===== config.mk =====
export PLATFORM = sky130hd
export DESIGN_NAME = pipe_stage_fifo
export DESIGN_NICKNAME = d
export VERILOG_FILES = /design/src/rtl/pipe_stage_fifo.sv
export SDC_FILE = /design/constraint.sdc
export NUM_CORES = 1
export LEC_CHECK = 0
export BUFFER_PORTS_ARGS = -buffer_cell sky130_fd_sc_hd__buf_2
export CORE_ASPECT_RATIO = 0.9
export CORE_MARGIN = 8
export CORE_UTILIZATION = 35
export CTS_CLUSTER_DIAMETER = 150
export CTS_CLUSTER_SIZE = 30
export DETAILED_ROUTE_END_ITERATION = 8
export GPL_TIMING_DRIVEN = 0
export SLEW_MARGIN = 0
export SYNTH_ARGS = -nofsm -noshare
export SYNTH_HDL_FRONTEND = slang
export SYNTH_SLANG_ARGS = --single-unit

===== constraint.sdc =====
create_clock -name aclk -period 5.4 [get_ports aclk]
set_input_delay 1.08 -clock aclk [delete_from_list [all_inputs] [get_ports aclk]]
set_output_delay 1.08 -clock aclk [all_outputs]
set_load 0.01 [all_outputs]

===== src/rtl/pipe_stage_fifo.sv =====
// Elastic pipeline stage: a DEPTH-entry in-order buffer with the valid/allow
// handshake of a single stage register. It adds ready_go stall, flush,
// exception payload scrubbing, a sideband message channel and occupancy.
module pipe_stage_fifo #(
    parameter int               DATA_W        = 64,
    parameter int               MSG_W         = 16,
    parameter int               DEPTH         = 2,
    parameter logic [DATA_W-1:0] NOP_VALUE    = '0,
    parameter bit               HOLD_ON_EMPTY = 1'b0
) (
    input  logic                         aclk,
    input  logic                         aresetn,
    input  logic                         valid_in,
    input  logic [DATA_W-1:0]            data_in,
    input  logic [MSG_W-1:0]             msg_in,
    input  logic                         exc_in,
    output logic                         allow_out,
    output logic                         valid_out,
    output logic [DATA_W-1:0]            data_out,
    output logic [MSG_W-1:0]             msg_out,
    output logic                         exc_out,
    input  logic                         allow_in,
    input  logic                         ready_go,
    input  logic                         flush,
    output logic [$clog2(DEPTH+1)-1:0]   count
);

    localparam int PTR_W = $clog2(DEPTH);
    localparam int CNT_W = $clog2(DEPTH + 1);

    logic [PTR_W-1:0]  rd_ptr_reg;
    logic [PTR_W-1:0]  wr_ptr_reg;
    logic [CNT_W-1:0]  count_reg;

    logic [DATA_W-1:0] data_slot_reg [DEPTH];
    logic [MSG_W-1:0]  msg_slot_reg  [DEPTH];
    logic              exc_slot_reg  [DEPTH];

    logic              empty;
    logic              full;
    logic              pop;
    logic              push;
    logic [DEPTH-1:0]  slot_we;
    logic [DATA_W-1:0] data_wr;

    assign empty     = (count_reg == '0);
    assign full      = (count_reg == CNT_W'(DEPTH));
    assign valid_out = !empty && ready_go;
    assign pop       = valid_out && allow_in;
    // Only a full buffer routes allow_in through to allow_out.
    assign allow_out = !full || pop;
    assign push      = valid_in && allow_out && !flush && aresetn;

    // Exception entries carry a harmless payload so later stages never act on it.
    assign data_wr   = exc_in ? NOP_VALUE : data_in;

    // One-hot write enable per slot, decoded from the write pointer.
    generate
        for (genvar gi = 0; gi < DEPTH; gi++) begin : g_slot_we
            assign slot_we[gi] = push && (wr_ptr_reg == PTR_W'(gi));
        end
    endgenerate

    // Slot storage: cleared only by reset; flush leaves stale contents in place.
    always_ff @(posedge aclk) begin
        for (int i = 0; i < DEPTH; i++) begin
            if (!aresetn) begin
                data_slot_reg[i] <= NOP_VALUE;
                msg_slot_reg[i]  <= '0;
                exc_slot_reg[i]  <= 1'b0;
            end else if (slot_we[i]) begin
                data_slot_reg[i] <= data_wr;
                msg_slot_reg[i]  <= msg_in;
                exc_slot_reg[i]  <= exc_in;
            end
        end
    end

    // Pointers and occupancy; pointers wrap by natural overflow (DEPTH is 2^n).
    always_ff @(posedge aclk) begin
        if (!aresetn || flush) begin
            rd_ptr_reg <= '0;
            wr_ptr_reg <= '0;
            count_reg  <= '0;
        end else begin
            if (push) begin
                wr_ptr_reg <= wr_ptr_reg + 1'b1;
            end
            if (pop) begin
                rd_ptr_reg <= rd_ptr_reg + 1'b1;
            end
            case ({push, pop})
                2'b10:   count_reg <= count_reg + 1'b1;
                2'b01:   count_reg <= count_reg - 1'b1;
                default: count_reg <= count_reg;
            endcase
        end
    end

    // Head presentation: visible even while stalled; empty shows NOP or stale head.
    always_comb begin
        data_out = data_slot_reg[rd_ptr_reg];
        msg_out  = msg_slot_reg[rd_ptr_reg];
        exc_out  = exc_slot_reg[rd_ptr_reg];
        if (empty) begin
            msg_out = '0;
            exc_out = 1'b0;
            if (!HOLD_ON_EMPTY) begin
                data_out = NOP_VALUE;
            end
        end
    end

    assign count = count_reg;

endmodule

==> impl_metrics.json <==
{
  "syn_avg_cell_area_sq_um": 13.4,
  "vdd.ir_drop.worst_mv": 0.187,
  "chipWidth_microns": 170,
  "initialDrtViolationCount": 185,
  "viasPerCell": 4.48,
  "routedWlPerCell_microns": 17.0,
  "grt_usage_pct": 13.6,
  "setup_viol": 0,
  "clkTransAtPathRegs_ps": 60,
  "initial_antenna_violation_count": 3,
  "areaGrowthSynthToFinish_pct": 24.4,
  "clock_latency_ps": 410,
  "grt_first_pass_wirelength_microns": 27400,
  "relative_slew_margins_pct": 42.9,
  "route.vias.total": 4707,
  "layout-drive-gt1-share_pct": 28.6,
  "holdPathEnd": "exc_slot_reg[1]",
  "postSynth.topFlopCell": "sky130_fd_sc_hd__edfxtp_1",
  "stdcell_count": 1050,
  "detailedPlacementHpwl_microns": 12400,
  "netlist.top_cell.by_area": "sky130_fd_sc_hd__edfxtp_1",
  "cp.arrival_ps": 2420,
  "cts.root.buffer_cell": "sky130_fd_sc_hd__clkbuf_16",
  "synthesis.nets": 648,
  "cts_htree_levels": 4,
  "place_area_sq_um": 8760,
  "fin_area_sq_um": 9310,
  "report.final.slew_viol_count": 0,
  "reg2reg_depth": 7,
  "number_of_endpoints_with_negative_hold_slack_in_the_final_report": 0,
  "achievable-frequency_mhz": 285,
  "largest_register_ff_count": 128,
  "floorplan_die_area_sq_um": 26300,
  "sequential_area_share_after_synthesis_pct": 66.2,
  "outcome": "finished clean",
  "hold_path.class": "reg2reg",
  "start_util_pct": 35.8,
  "critPathMaxFanout": 10,
  "cts_repair_resize_count": 0,
  "numPlacedInstances": 1019,
  "tightestPinTransition_ps": 854,
  "grt_pass1_vias": 4866,
  "ios": 172,
  "cts-buffers-inserted": 17,
  "routed_wirelength_microns": 17800,
  "std_cell_rows": 50,
  "hold-path-cell-count": 2,
  "fp.coreArea_sq_um": 20900,
  "globalRoute.totalOverflow": 0,
  "drt_drc_violations_left": 0,
  "criticalPathCategory": "reg2out",
  "timing.hold.worst.start": "exc_slot_reg[1]",
  "postSynth.asyncResetShare_pct": 0,
  "port_buffers": 171,
  "post_synth_edffs": 161,
  "pwr_density_cell_nw_per_um2": 300,
  "cellLeakagePower_nw": 3.68,
  "syn_area_sq_um": 7480,
  "rrSetupSlack_ps": 2790,
  "totalPowerFinal_w": 0.00280,
  "gpl.final_weighted_congestion": 0.718,
  "grt_start_max_net_pins": 50,
  "finalCritPeriodShare_pct": 64.9,
  "endpoint_kind": "primary output",
  "tritoncts_clock_tree": "done",
  "yosys-top-cells-count": "sky130_fd_sc_hd__edfxtp_1, sky130_fd_sc_hd__and2_1, sky130_fd_sc_hd__nor2_1, sky130_fd_sc_hd__mux2i_1, sky130_fd_sc_hd__clkbuf_1",
  "timing.critical_path.required_ps": 4320,
  "cts.sink_count": 167,
  "number_of_unique_standard_cell_types_used_by_synthesis": 26,
  "post-cts-setup-buffers": 0,
  "timing.clock.skew_ps": 7.06,
  "cap_violations": 0,
  "layout.core_utilization_pct": 44.6,
  "synth.yosys.warnings": 0,
  "synthDominantCellAreaShare_pct": 64.6,
  "nets": 840,
  "final_antenna_net_count": 0,
  "crit-reg2reg-capture": "count[1]",
  "kind_of_start_point_of_the_critical_path": "flip-flop",
  "setup_repair_after_global_routing_missed_its_margin": "false",
  "detailedRoute.firstPassIterationCount": 4,
  "synth.most_common_cell": "sky130_fd_sc_hd__edfxtp_1",
  "die_span_y_microns": 155,
  "syn-instance-count": 560,
  "reg2reg_from": "count[0]",
  "yosys-top-cells-area": "sky130_fd_sc_hd__edfxtp_1, sky130_fd_sc_hd__and2_1, sky130_fd_sc_hd__mux2i_1",
  "cts-root-to-sink-buffers": 2,
  "totalNegativeSetupSlack_ps": 0,
  "ys_ff_latch": 167,
  "post-route-min-period_ps": 3500,
  "postCtsHoldBufs": 0
}
[critical path, cell delays in order (launching register included)]
cell                       delay (ps)
sky130_fd_sc_hd__dfxtp_1          370
sky130_fd_sc_hd__nor2_1           190
sky130_fd_sc_hd__clkbuf_1         620
sky130_fd_sc_hd__clkbuf_1         500
sky130_fd_sc_hd__nor2_1           150
sky130_fd_sc_hd__buf_2            180
[final cells by class]
cell class / count / area [sq um]
Buffer: 32 / 138
Clock buffer: 19 / 433
Antenna cell: 2 / 5.00
Clock inverter: 10 / 109
Fill cell: 2008 / 11600
Sequential cell: 167 / 4950
Tap cell: 286 / 358
Timing Repair Buffer: 173 / 911
Inverter: 2 / 7.51
Multi-Input combinational cell: 359 / 2400
[cells by family (layout without fill, tap and decap cells)]
group                    count (synthesis)  in the layout  share of synthesized area [%]
adder cells (fa/ha/maj)                  1              1                          0.167
other                                    0              2                              0
flip-flops                             167            167                           66.2
XOR/XNOR                                 2              2                          0.234
AND/OR/NAND/NOR                        262            262                           19.0
multiplexers                            82             82                           11.0
AO/OA/AOI/OAI                           12             12                           1.51
buffers and inverters                   34            236                           1.94
[layer usage]
layer | track usage [%] | up-vias | routed length [microns]
met4 | 4.09 | 0 | 186
li1 | - | 2316 | -
met2 | 22.9 | 126 | 8870
met3 | 3.54 | 11 | 928
met5 | 0 | - | 0
met1 | 16.8 | 2254 | 7850
[layout by cell type (no fill, tap or decap), types with 3 or more instances in the layout]
cell / Yosys / routed
sky130_fd_sc_hd__edfxtp_1: 161 / 161
sky130_fd_sc_hd__nand2_1: 6 / 6
sky130_fd_sc_hd__clkinvlp_4: 0 / 3
sky130_fd_sc_hd__clkbuf_1: 18 / 20
sky130_fd_sc_hd__mux2i_1: 82 / 82
sky130_fd_sc_hd__clkbuf_2: 6 / 6
sky130_fd_sc_hd__clkbuf_16: 0 / 17
sky130_fd_sc_hd__nor2_1: 85 / 85
sky130_fd_sc_hd__a21oi_1: 5 / 5
sky130_fd_sc_hd__buf_2: 8 / 179
sky130_fd_sc_hd__and3_1: 4 / 4
sky130_fd_sc_hd__and2_1: 158 / 158
sky130_fd_sc_hd__dfxtp_1: 6 / 6
[how the worst max path moves through the flow]
stage / cells past startpoint / slack [ps] / start / to
floorplan: 3 / 1290 / allow_in / data_slot_reg[1][0]
global placement: 4 / -380 / ready_go / data_slot_reg[1][27]
detailed placement: 5 / 2050 / ready_go / data_slot_reg[1][28]
CTS: 5 / 1780 / count[0] / data_out[45]
global route: 5 / 1670 / count[0] / data_out[39]
finish: 5 / 1900 / count[0] / data_out[45]
[stage by stage]
step | hold slack, ps | worst slack (ps)
3_5_place_dp | 467 | 2050
3_3_place_gp | 459 | -382
6_report | 509 | 1900
5_1_grt | 534 | 1670
2_1_floorplan | 441 | 1290
4_1_cts | 501 | 1780
[power by group]
part / switching [W] / internal, W / total (W)
Sequential: 0.0000152 / 0.00148 / 0.00150
Clock: 0.000474 / 0.000669 / 0.00114
Combinational: 0.0000940 / 0.0000619 / 0.000156
(Power assumes the default switching activity.)
